## config.mk

```make
export PLATFORM = sky130hd
export DESIGN_NAME = param_rx_frame_writer
export DESIGN_NICKNAME = d
export VERILOG_FILES = /design/src/rtl/param_rx_frame_writer.sv
export SDC_FILE = /design/constraint.sdc
export NUM_CORES = 1
export LEC_CHECK = 0
export CAP_MARGIN = 5
export CORE_ASPECT_RATIO = 1.1
export CORE_UTILIZATION = 45
export CTS_CLUSTER_DIAMETER = 40
export CTS_CLUSTER_SIZE = 8
export DETAILED_ROUTE_END_ITERATION = 8
export GPL_TIMING_DRIVEN = 0
export HOLD_SLACK_MARGIN = 0.02
export PLACE_DENSITY = 0.67
export SYNTH_ARGS = -nofsm -noshare
export SYNTH_HDL_FRONTEND = slang
export SYNTH_SLANG_ARGS = --single-unit
```

## constraint.sdc

```tcl
create_clock -name clk_ext_ram_clk -period 7.85 [get_ports clk_ext_ram_clk]
set_input_delay 0.785 -clock clk_ext_ram_clk [delete_from_list [all_inputs] [get_ports clk_ext_ram_clk]]
set_output_delay 0.785 -clock clk_ext_ram_clk [all_outputs]
set_load 0.03 [all_outputs]
```

## src/rtl/param_rx_frame_writer.sv

```systemverilog
// rtl/param_rx_frame_writer.sv - parameter frame receiver: hunts SOF, checks CRC-16, packs payload into RX RAM s2.
// Optional CRC checking is built when PARAM_RX_CRC_CHECK_EN is defined.
module param_rx_frame_writer #(
  parameter int unsigned ADDR_W         = 11,
  parameter int unsigned MAX_LEN        = 8192,
  parameter int unsigned TIMEOUT_CYCLES = 100000,
  parameter logic [7:0]  SOF_BYTE       = 8'hA5
) (
  input  logic              clk_ext_ram_clk,
  input  logic              reset_ext_ram_reset,
  input  logic [7:0]        rx_data,
  input  logic              rx_valid,
  output logic              rx_ready,
  output logic [ADDR_W-1:0] ram_address,
  output logic              ram_chipselect,
  output logic              ram_clken,
  output logic              ram_write,
  output logic [31:0]       ram_writedata,
  output logic [3:0]        ram_byteenable,
  output logic              frame_irq,
  input  logic              frame_ack,
  output logic [15:0]       frame_length,
  output logic [7:0]        frame_page,
  output logic              crc_err,
  output logic              len_err,
  output logic              timeout_err
);

  typedef enum logic [2:0] {
    S_HUNT, S_PAGE, S_LEN_HI, S_LEN_LO, S_PAYLOAD, S_CRC_HI, S_CRC_LO, S_DONE
  } state_t;

  localparam int unsigned TO_LIM = (TIMEOUT_CYCLES > 1) ? TIMEOUT_CYCLES - 1 : 1;

  state_t              state_q, state_d;
  logic                rx_ready_q, rx_ready_d;
  logic                clken_q, clken_d;
  logic [ADDR_W-1:0]   addr_q, addr_d;
  logic                wr_q, wr_d;
  logic [31:0]         wdata_q, wdata_d;
  logic [3:0]          wbe_q, wbe_d;
  logic                irq_q, irq_d;
  logic [15:0]         flen_q, flen_d;
  logic [7:0]          fpage_q, fpage_d;
  logic                len_err_q, len_err_d;
  logic                to_err_q, to_err_d;
  logic [7:0]          page_q, page_d;
  logic [7:0]          len_hi_q, len_hi_d;
  logic [15:0]         len_q, len_d;
  logic [15:0]         cnt_q, cnt_d;
  logic [31:0]         word_q, word_d;
  logic [3:0]          be_q, be_d;
  logic [31:0]         gap_q, gap_d;

  logic                accept;
  logic                timed;
  logic                timeout_hit;
  logic [15:0]         len_asm;
  logic                len_bad;
  logic                last_byte;
  logic                crc_ok;
  logic [1:0]          lane;
  logic [31:0]         word_wr;
  logic [3:0]          be_wr;

  assign accept    = rx_valid && rx_ready_q;
  assign timed     = (state_q != S_HUNT) && (state_q != S_DONE);
  assign len_asm   = {len_hi_q, rx_data};
  assign len_bad   = (len_asm == 16'd0) || ({16'd0, len_asm} > MAX_LEN);
  assign last_byte = (cnt_q == len_q - 16'd1);
  assign lane      = cnt_q[1:0];

  // A timeout fires on the idle cycle that brings the gap count up to TO_LIM.
  always_comb begin
    timeout_hit = 1'b0;
    if (TIMEOUT_CYCLES != 0 && timed && !accept && (gap_q + 32'd1 >= TO_LIM))
      timeout_hit = 1'b1;
  end

  always_comb begin
    word_wr = word_q;
    word_wr[{lane, 3'b000} +: 8] = rx_data;
    be_wr = be_q | (4'b0001 << lane);
  end

`ifdef PARAM_RX_CRC_CHECK_EN
  logic [15:0] crc_q, crc_d;
  logic [7:0]  crc_hi_q, crc_hi_d;
  logic        crc_err_q, crc_err_d;

  function automatic logic [15:0] crc16_byte(input logic [15:0] c, input logic [7:0] d);
    logic [15:0] r;
    r = c ^ {d, 8'h00};
    for (int i = 0; i < 8; i++)
      r = r[15] ? ((r << 1) ^ 16'h1021) : (r << 1);
    return r;
  endfunction

  assign crc_ok  = ({crc_hi_q, rx_data} == crc_q);
  assign crc_err = crc_err_q;

  always_comb begin
    crc_d     = crc_q;
    crc_hi_d  = crc_hi_q;
    crc_err_d = 1'b0;
    if (accept) begin
      case (state_q)
        S_LEN_LO:  crc_d = 16'hFFFF;
        S_PAYLOAD: crc_d = crc16_byte(crc_q, rx_data);
        S_CRC_HI:  crc_hi_d = rx_data;
        S_CRC_LO:  crc_err_d = !crc_ok;
        default:   ;
      endcase
    end
  end

  always_ff @(posedge clk_ext_ram_clk or posedge reset_ext_ram_reset) begin
    if (reset_ext_ram_reset) begin
      crc_q     <= 16'd0;
      crc_hi_q  <= 8'd0;
      crc_err_q <= 1'b0;
    end else begin
      crc_q     <= crc_d;
      crc_hi_q  <= crc_hi_d;
      crc_err_q <= crc_err_d;
    end
  end
`else
  assign crc_ok  = 1'b1;
  assign crc_err = 1'b0;
`endif

  always_ff @(posedge clk_ext_ram_clk or posedge reset_ext_ram_reset) begin
    if (reset_ext_ram_reset) state_q <= S_HUNT;
    else                     state_q <= state_d;
  end

  always_comb begin
    state_d = state_q;
    case (state_q)
      S_HUNT:    if (accept && rx_data == SOF_BYTE) state_d = S_PAGE;
      S_PAGE:    if (accept) state_d = S_LEN_HI;
      S_LEN_HI:  if (accept) state_d = S_LEN_LO;
      S_LEN_LO:  if (accept) state_d = len_bad ? S_HUNT : S_PAYLOAD;
      S_PAYLOAD: if (accept && last_byte) state_d = S_CRC_HI;
      S_CRC_HI:  if (accept) state_d = S_CRC_LO;
      S_CRC_LO:  if (accept) state_d = crc_ok ? S_DONE : S_HUNT;
      S_DONE:    if (frame_ack) state_d = S_HUNT;
      default:   state_d = S_HUNT;
    endcase
    if (timeout_hit) state_d = S_HUNT;
  end

  always_comb begin
    rx_ready_d = (state_d != S_DONE);
    clken_d    = 1'b1;
    addr_d     = addr_q;
    wr_d       = 1'b0;
    wdata_d    = wdata_q;
    wbe_d      = wbe_q;
    irq_d      = irq_q;
    flen_d     = flen_q;
    fpage_d    = fpage_q;
    len_err_d  = 1'b0;
    to_err_d   = 1'b0;
    page_d     = page_q;
    len_hi_d   = len_hi_q;
    len_d      = len_q;
    cnt_d      = cnt_q;
    word_d     = word_q;
    be_d       = be_q;
    gap_d      = (accept || !timed) ? 32'd0 : gap_q + 32'd1;

    if (accept) begin
      case (state_q)
        S_PAGE:   page_d = rx_data;
        S_LEN_HI: len_hi_d = rx_data;
        S_LEN_LO: begin
          len_d     = len_asm;
          len_err_d = len_bad;
          cnt_d     = 16'd0;
          word_d    = 32'd0;
          be_d      = 4'd0;
        end
        S_PAYLOAD: begin
          cnt_d  = cnt_q + 16'd1;
          word_d = word_wr;
          be_d   = be_wr;
          if (lane == 2'd3 || last_byte) begin
            wr_d    = 1'b1;
            addr_d  = ADDR_W'(cnt_q >> 2);
            wdata_d = word_wr;
            wbe_d   = be_wr;
            word_d  = 32'd0;
            be_d    = 4'd0;
          end
        end
        S_CRC_LO: begin
          if (crc_ok) begin
            flen_d  = len_q;
            fpage_d = page_q;
            irq_d   = 1'b1;
          end
        end
        default: ;
      endcase
    end

    if (state_q == S_DONE && frame_ack) irq_d = 1'b0;

    // A partially filled word is flushed so the RAM holds every byte received.
    if (timeout_hit) begin
      to_err_d = 1'b1;
      gap_d    = 32'd0;
      if (be_q != 4'd0) begin
        wr_d    = 1'b1;
        addr_d  = ADDR_W'(cnt_q >> 2);
        wdata_d = word_q;
        wbe_d   = be_q;
      end
      word_d = 32'd0;
      be_d   = 4'd0;
    end
  end

  always_ff @(posedge clk_ext_ram_clk or posedge reset_ext_ram_reset) begin
    if (reset_ext_ram_reset) begin
      rx_ready_q <= 1'b0;
      clken_q    <= 1'b0;
      addr_q     <= '0;
      wr_q       <= 1'b0;
      wdata_q    <= 32'd0;
      wbe_q      <= 4'd0;
      irq_q      <= 1'b0;
      flen_q     <= 16'd0;
      fpage_q    <= 8'd0;
      len_err_q  <= 1'b0;
      to_err_q   <= 1'b0;
      page_q     <= 8'd0;
      len_hi_q   <= 8'd0;
      len_q      <= 16'd0;
      cnt_q      <= 16'd0;
      word_q     <= 32'd0;
      be_q       <= 4'd0;
      gap_q      <= 32'd0;
    end else begin
      rx_ready_q <= rx_ready_d;
      clken_q    <= clken_d;
      addr_q     <= addr_d;
      wr_q       <= wr_d;
      wdata_q    <= wdata_d;
      wbe_q      <= wbe_d;
      irq_q      <= irq_d;
      flen_q     <= flen_d;
      fpage_q    <= fpage_d;
      len_err_q  <= len_err_d;
      to_err_q   <= to_err_d;
      page_q     <= page_d;
      len_hi_q   <= len_hi_d;
      len_q      <= len_d;
      cnt_q      <= cnt_d;
      word_q     <= word_d;
      be_q       <= be_d;
      gap_q      <= gap_d;
    end
  end

  assign rx_ready       = rx_ready_q;
  assign ram_clken      = clken_q;
  assign ram_address    = addr_q;
  assign ram_write      = wr_q;
  assign ram_chipselect = wr_q;
  assign ram_writedata  = wdata_q;
  assign ram_byteenable = wbe_q;
  assign frame_irq      = irq_q;
  assign frame_length   = flen_q;
  assign frame_page     = fpage_q;
  assign len_err        = len_err_q;
  assign timeout_err    = to_err_q;

endmodule

```

After elaboration in Yosys (flattened, before gate mapping):

Cells that the tools add are included.
W data, S select, Z words.

* flip-flop bits (word level): 196
* input port bits: 12
* output and inout port bits: 79
* word-level logic and storage cells: 119

* $add $sub $neg: 4
* order comparisons: 2
* eq/ne operators: 12
* shift-type cells: 3
* muxes and demuxes: 50
* bitwise logic cells: 1
* reductions and logical operators: 28

Operator list (count)
* $mux W32: 10
* $pmux W32 S2: 1
* $mux W11: 5
* $add A32 B1 Y32 const B: 1
* $bwmux W32: 1
* $ge A32 B17 Y1 const B: 1
* $mux W4: 8
* $pmux W16 S2: 1
* $shift A8 B7 Y32 const A: 1
* $shiftx A8 B7 Y32: 1
* $mux W3: 10
* $pmux W3 S8: 1
* $add A16 B1 Y16 const B: 1
* $eq A16 B16 Y1: 1
* $gt A16 B14 Y1 const B: 1
* $logic_not A16 Y1: 1
* $sub A16 B1 Y16 const B: 1
* $reduce_and A2 Y1: 7
* $eq A3 B3 Y1 const B: 4
* $mux W1: 12
* $eq A8 B8 Y1 const B: 1
* $pmux W4 S2: 1
* $reduce_bool A2 Y1: 4
* $logic_and A1 B1 Y1: 7
* 12 further kinds: 18

Logic depth before layout (Yosys ltp):

Gate-level depths: netlist of the first run.

* depth after elaboration: 8
* depth in mapped cells: 12
* mapped depth without buffers: 10

Worst setup path after synthesis of the first run:

No wires, ideal clock.

* path type: reg-to-reg
* start: reg len_q[0]
* end: reg addr_q[1] (netlist: ram_address[1])
* data arrival time: 2969 ps
* setup slack: 4753 ps
* stages on the path, launching flop included: 13
* path buffers: 2
* clock period less this slack: 3097 ps
* path through: dfrtp_1 inv_1 ha_1 or3b_2 o31a_1 a211oi_1 o31ai_1 and3_1 clkbuf_1 a21oi_2 o22ai_2 buf_4 mux2_1

* cells in the longest elaborated chain, start to end: 8

Ends and longest elaborated chain
* from (decl): line 49 `logic [15:0] len_q, len_d;`
* from (signal assigned): line 260 `len_q <= len_d;`
* $sub A16 B1 Y16 *: line 70 `assign last_byte = (cnt_q == len_q - 16'd1);`
* $eq A16 B16 Y1 *: line 70
* $logic_or A1 B1 Y1 *: line 189 `if (lane == 2'd3 || last_byte) begin`
* $mux W11 *: line 189
* $mux W11 *: line 175 `case (state_q)`
* $mux W11 *: line 174 `if (accept) begin`
* $mux W11: line 215 `if (be_q != 4'd0) begin`
* $mux W11 *: line 212 `if (timeout_hit) begin`
* via addr_d[1]: line 38 `logic [ADDR_W-1:0] addr_q, addr_d;`
* to (signal assigned): line 249 `addr_q <= addr_d;`
* to (decl): line 38

The timed path passes the listed nets; every way through them passes the cells marked *.
A chain may end at the register's enable or synchronous reset.

Final worst setup path of the first run:

* start: reg len_q[0]
* end: reg wdata_q[13] (netlist: ram_writedata[13])

* cells in the longest elaborated chain, start to end: 8

Ends and longest elaborated chain
* $sub A16 B1 Y16 *: line 70
* $eq A16 B16 Y1 *: line 70
* $logic_or A1 B1 Y1 *: line 189
* $mux W32 *: line 189
* $mux W32 *: line 175
* $mux W32 *: line 174
* $mux W32: line 215
* $mux W32 *: line 212
* via wdata_d[13]: line 40 `logic [31:0] wdata_q, wdata_d;`
* to (signal assigned): line 251 `wdata_q <= wdata_d;`
* to (decl): line 40

Marks and branches as above.

==> flow_metrics.py, run 1 <==
metrics = {
    "placement": {
        "dpl_cell_area_mm2": 0.0113,
        "post-place-ws_ns": 3.64,
        "io_buffers": 84,
        "dp_hpwl_um": 17800,
        "gp_congestion": 0.834,
    },
    "clocking": {
        "cts_tree": "done",
        "htreeDepth": 4,
        "cts_made_buffers": 17,
        "clock_path_buffers": 2,
        "holdBufCountCts": 0,
        "root_buffer": "clkbuf_16",
        "cts_setup_buffers": 0,
        "clk_latency_ns": 0.44,
        "clk_pin_slew_ns": 0.07,
        "ctsResizeCount": 0,
        "cts.sinks": 196,
    },
    "critical_path": {
        "cp.required_ns": 8.18,
        "path_max_fanout": 10,
        "critical_path.most_common_cell": "o31ai_1",
        "cp_num_buf_inv": 2,
        "cpLargestDelayFamily": "compound AO/OA/AOI/OAI gates",
        "worstSetupPathType": "reg2reg",
        "arrival_ns": 4.36,
        "cp_slowest_cell": "or3b_2",
        "crit_chain": "inv_1 -> ha_1 -> or3b_2 -> nor4_1 -> a211oi_1 -> o31ai_1 -> nand4_1 -> o21ai_1 -> clkbuf_1 -> a21oi_1 -> o31ai_1",
        "slowest_delay_ns": 0.55,
        "startpoint_type": "register",
        "cp-end-kind": "register",
    },
    "sta": {
        "fin_skew_ns": 0.0108,
        "timing.final.crit_share_pct": 51.4,
        "timing.fmax_mhz": 248,
        "hold_violations": 0,
        "rsz0062_at_grt": "false",
        "setup_slack_ns": 3.82,
        "setup_violations": 0,
        "fin_hold_ws_ns": 0.487,
        "tightest_slew_ns": 0.935,
        "finalCriticalPeriod_ns": 4.03,
        "slew_violations": 0,
        "setup_tns_ns": 0,
        "max-slew-margin-rel_pct": 37.2,
    },
    "global_route": {
        "grt_pass1_vias": 7822,
        "grt_max_degree": 119,
        "grt_use_total_pct": 24.1,
        "use_met1_pct": 33.8,
        "grt_pass1_wl_um": 42100,
        "grt.overflow.total": 0,
        "grt-busiest-layer": "met2",
        "met3_usage_pct": 4.45,
        "grt_use_met2_pct": 38.1,
        "antenna_found_initial": 1,
    },
    "synthesis": {
        "syn_avg_cell_area_um2": 9.92,
        "synth_top_area_cell": "dfrtp_1",
        "synth-simple-area-share_pct": 18.0,
        "synth_warnings": 0,
        "yosys.area_share.adder_pct": 1.38,
        "synthCells": 1003,
        "netlist_top_cells_area": "dfrtp_1 (49%), mux2_2 (6.5%), nor2_1 (3.1%)",
        "synth-seq-cells": 196,
        "synth_xor_xnor_area_share_pct": 4.49,
        "ys.flop_type": "dfrtp_1",
        "yosysSeqAreaShare_pct": 49.3,
        "yosysUniqueCellTypes": 69,
        "netlist.area_leader.share_pct": 49.3,
        "synthArstFlopShare_pct": 100,
        "synth_edf_count": 0,
        "synth_compound_area_share_pct": 14.9,
        "synth_area_mm2": 0.00995,
        "synth_top_family_by_area": "simple AND/OR/NAND/NOR gates",
        "muxShareOfSynthArea_pct": 7.47,
    },
    "floorplanning": {
        "io_pins": 91,
        "die_y_um": 158,
        "die_x_um": 144,
        "rows": 56,
        "core_area_mm2": 0.0215,
        "start_util_pct": 46.2,
        "die-area_mm2": 0.0227,
    },
    "detailed_routing": {
        "ant_nets": 0,
        "wl_um": 26000,
        "viasPerCell": 5.77,
        "drt_drc_violations_left": 0,
        "post_drt_wl_per_cell_um": 18.2,
        "dr_total_vias": 8234,
        "drt_iter0_drc": 655,
        "drt_first_pass_iters": 5,
    },
    "power_and_ir_drop": {
        "p_switching_mw": 1.26,
        "power.leakage_nw": 4.90,
        "total_power_mw": 3.32,
        "powerDensity_mw_per_mm2": 280,
        "ir_drop_v": 0.000176,
        "p_int_mw": 2.06,
        "clock_power_share_pct": 26.9,
        "seqPwrFrac_pct": 39.5,
        "switching_share_pct": 38.0,
        "p_comb_share_pct": 33.6,
    },
    "layout": {
        "layout_common_cells": "dfrtp_1 (196), clkdlybuf4s50_1 (84), nor2_1 (83)",
        "fin_nets": 1146,
        "drive_above_1_share_pct": 10.7,
        "post-route-cell-area_mm2": 0.0119,
        "area_growth_pct": 19.3,
        "final_common_cell": "dfrtp_1",
        "nFillCells": 1938,
    },
    "job": {
        "drv_cap": 0,
    },
    "worst_hold_path": {
        "hold_path.class": "reg2reg",
    },
    "run_status": {
        "status": "complete, no violations",
    },
}
[cells in the mapped netlist, types with 13 or more instances]
cell      count
inv_1        38
a22o_1       13
mux2_2       57
nand3_1      44
and3_1       16
xor2_1       23
xnor2_1      28
nor3_1       52
clkbuf_1     55
nand4_1      19
o21ai_0      43
a21oi_1      41
o31ai_1      27
dfrtp_1     196
nor2_1       83
a31oi_1      14
nand2_1      66
a32oi_1      23
[sequential cells by signal (all words and copies together) (netlist names)]
signal / flops
word_q: 32
cnt_q: 16
frame_irq: 1
timeout_err: 1
be_q: 4
ram_writedata: 32
frame_length: 16
len_hi_q: 8
len_q: 16
ram_clken: 1
len_err: 1
frame_page: 8
ram_byteenable: 4
page_q: 8
state_q: 3
ram_address: 11
ram_chipselect: 1
gap_q: 32
rx_ready: 1
[power by group through the flow]
stage	combinational, mW	clock (mW)	sequential, mW
global route	1.22	0.950	1.33
CTS	1.11	0.909	1.31
detailed placement	1.10	0	1.33
global placement	1.08	0	1.33
floorplan	0.649	0	1.40
finish	1.12	0.893	1.31
[final timing paths]
kind / start / to / slack, ns / cells after the start
max in group asynchronous: reset_ext_ram_reset / len_q[13] / 6.10 / 3
min reg2reg: ram_address[2] / ram_address[2] / 0.49 / 1
min: ram_address[2] / ram_address[2] / 0.49 / 1
max reg2reg: len_q[0] / ram_writedata[13] / 3.82 / 11
max: len_q[0] / ram_writedata[13] / 3.82 / 11
min in group asynchronous: reset_ext_ram_reset / ram_clken / 0.87 / 2
[kinds of logic after synthesis]
family          after synthesis
buf+inv                     109
xor+xnor                     51
simple gates                353
compound gates              215
fa+ha+maj                    11
flops                       196
mux                          66
other cells                   2
[final cells by class]
class | instances | area [µm²] | area share (%)
Antenna cell | 1 | 2.50 | 0.0211
Buffer | 70 | 287 | 2.41
Clock buffer | 17 | 425 | 3.58
Clock inverter | 15 | 170 | 1.43
Inverter | 39 | 154 | 1.30
Multi-Input combinational cell | 713 | 4690 | 39.5
Sequential cell | 196 | 4900 | 41.3
Tap cell | 290 | 363 | 3.06
Timing Repair Buffer | 86 | 876 | 7.38
[layer usage]
metal | wire, µm | share of wire [%]
met5 | 0 | 0
met4 | 337 | 1.3
met3 | 1470 | 5.6
met2 | 12200 | 47
met1 | 12000 | 46
[metrics by stage]
stage               instances  util, %
floorplan                1018        -
CTS                      1426     55.2
global route             1427     55.2
finish                   1427     55.2
detailed placement       1394     52.4
global placement         1392     52.1
(Power assumes the default switching activity.)
==> run 2: changes to the inputs <==
--- a/config.mk
+++ b/config.mk
@@ -13,7 +13,7 @@
 export DETAILED_ROUTE_END_ITERATION = 8
 export GPL_TIMING_DRIVEN = 0
 export HOLD_SLACK_MARGIN = 0.02
-export PLACE_DENSITY = 0.67
+export PLACE_DENSITY = 0.69
 export SYNTH_ARGS = -nofsm -noshare
 export SYNTH_HDL_FRONTEND = slang
 export SYNTH_SLANG_ARGS = --single-unit
==> constraint.sdc (replaced) <==
create_clock -name clk_ext_ram_clk -period 3.4 [get_ports clk_ext_ram_clk]
set_input_delay 0.34 -clock clk_ext_ram_clk [delete_from_list [all_inputs] [get_ports clk_ext_ram_clk]]
set_output_delay 0.34 -clock clk_ext_ram_clk [all_outputs]
set_load 0.03 [all_outputs]
==> flow_metrics.py, run 2 (synthesis gave the netlist of run 1 again) <==
metrics = {
    "run_status": {
        "status": "complete, no violations",
    },
    "layout": {
        "area_growth_pct": 24.1,
        "finalCoreUtilization_pct": 57.4,
        "drive_above_1_share_pct": 15.3,
        "fin_nets": 1170,
        "layout_common_cells": "dfrtp_1 (193), clkdlybuf4s50_1 (84), nor2_1 (82)",
        "final_common_cell": "dfrtp_1",
        "post-route-cell-area_mm2": 0.0123,
    },
    "placement": {
        "dp_hpwl_um": 18400,
        "post-place-ws_ns": -0.497,
        "gp_congestion": 0.838,
        "io_buffers": 84,
        "dpl_cell_area_mm2": 0.0114,
    },
    "floorplanning": {
        "die-area_mm2": 0.0227,
        "io_pins": 91,
        "start_util_pct": 46.2,
        "rows": 56,
        "core_area_mm2": 0.0215,
        "die_x_um": 144,
        "die_y_um": 158,
    },
    "clocking": {
        "clk_latency_ns": 0.44,
        "holdBufCountCts": 0,
        "clock_path_buffers": 2,
        "cts_tree": "done",
        "cts_made_buffers": 17,
        "cts.sinks": 196,
        "htreeDepth": 4,
        "clk_pin_slew_ns": 0.08,
        "root_buffer": "clkbuf_16",
    },
    "sta": {
        "finalCriticalPeriod_ns": 3.28,
        "tightest_slew_ns": 0.920,
        "setup_slack_ns": 0.118,
        "timing.fmax_mhz": 305,
        "setup_violations": 0,
        "fin_skew_ns": 0.0117,
        "slew_violations": 0,
        "setup_tns_ns": 0,
        "max-slew-margin-rel_pct": 38.2,
        "hold_violations": 0,
        "timing.final.crit_share_pct": 96.5,
    },
    "critical_path": {
        "arrival_ns": 3.64,
        "cp_num_buf_inv": 1,
        "worstSetupPathType": "reg2reg",
        "crit_chain": "nand3_2 -> or3_4 -> or4_1 -> o311ai_0 -> a41oi_2 -> or4_1 -> nand2b_2 -> buf_2 -> nor2_1",
        "cp-end-kind": "register",
        "cp.required_ns": 3.76,
        "cpLargestDelayFamily": "simple AND/OR/NAND/NOR gates",
        "path_max_fanout": 10,
        "slowest_delay_ns": 0.49,
        "cp_slowest_cell": "or4_1",
        "startpoint_type": "register",
        "critical_path.most_common_cell": "or4_1",
    },
    "detailed_routing": {
        "ant_nets": 0,
        "drt_first_pass_iters": 5,
        "viasPerCell": 5.81,
        "wl_um": 26700,
        "drt_drc_violations_left": 0,
        "drt_iter0_drc": 663,
        "post_drt_wl_per_cell_um": 18.4,
        "dr_total_vias": 8437,
    },
    "global_route": {
        "grt_pass1_vias": 7810,
        "antenna_found_initial": 2,
        "grt_pass1_wl_um": 41700,
        "grt.overflow.total": 0,
        "grt_use_total_pct": 23.9,
        "grt_max_degree": 40,
    },
    "power_and_ir_drop": {
        "powerDensity_mw_per_mm2": 641,
        "power.leakage_nw": 5.15,
        "ir_drop_v": 0.000441,
    },
    "worst_hold_path": {
        "hold_path.class": "in2async",
    },
    "job": {
        "drv_cap": 0,
    },
}
run 2: cell types whose count changed in the layout (fill, tap and decap cells not counted), sizes merged:
| cell | change |
|---|---|
| bufinv | +1 |
| inv | -2 |
| diode | +1 |
| clkbuf | -2 |
| buf | +27 |
run 2: path summary, 6_finish.rpt:
check / start / to / slack [ns] / depth (start not counted)
worst min-delay path: reset_ext_ram_reset / ram_writedata[28] / 0.31 / 2
worst min register to register: ram_address[8] / ram_address[8] / 0.48 / 1
worst max register to register: gap_q[8] / gap_q[16] / 0.12 / 9
max in group asynchronous: reset_ext_ram_reset / len_q[1] / 2.11 / 5
worst max-delay path: gap_q[8] / gap_q[16] / 0.12 / 9
min in group clk_ext_ram_clk: rx_data[0] / len_q[0] / 0.44 / 3
run 2: through the flow:
stage | hold WS [ns] | power (mW) | instances
global placement | 0.469 | 5.54 | 1392
finish | 0.306 | 7.92 | 1452
global route | 0.363 | 8.29 | 1452
CTS | 0.320 | 7.80 | 1436
detailed placement | 0.474 | 5.64 | 1399
floorplan | 0.449 | 4.73 | 1018
run 2: timing repair:
item | CTS | global route
endpoints found under the setup margin | 93 | 92
gates resized for setup | 19 | 43
cloned | 0 | 2
setup buffers | 6 | 12
pin swaps | 4 | 6
run 2: power by group:
| group | internal, mW | switching, mW | total, mW |
|---|---|---|---|
| combinational | 1.06 | 1.69 | 2.75 |
| sequential | 2.70 | 0.363 | 3.06 |
| clock | 1.17 | 0.932 | 2.10 |
run 2: worst reg2reg max path, cell delays in order, from the launching register on:
cell	delay [ns]
dfrtp_1	0.47
nand3_2	0.27
or3_4	0.47
or4_1	0.41
o311ai_0	0.15
a41oi_2	0.24
or4_1	0.49
nand2b_2	0.29
buf_2	0.27
nor2_1	0.15
run 2: layout make-up:
cell class / count / area (µm²)
clock inverters: 14 / 178
clock buffers: 18 / 429
well taps: 290 / 363
multi-input cells: 713 / 4850
repair buffers: 112 / 1150
plain buffers: 68 / 315
fillers: 1880 / 9160
diodes: 2 / 5.00
flip-flops and latches: 196 / 4910
inverters: 39 / 150
run 2: layer usage:
metal  share of wire (%)  GRT usage [%]  up-vias
met5                   0              0        -
met4                 2.7           8.51        0
met3                 5.7           3.72       48
met1                  44           32.4     4118
met2                  47           38.6      340
li1                    -              -     3931
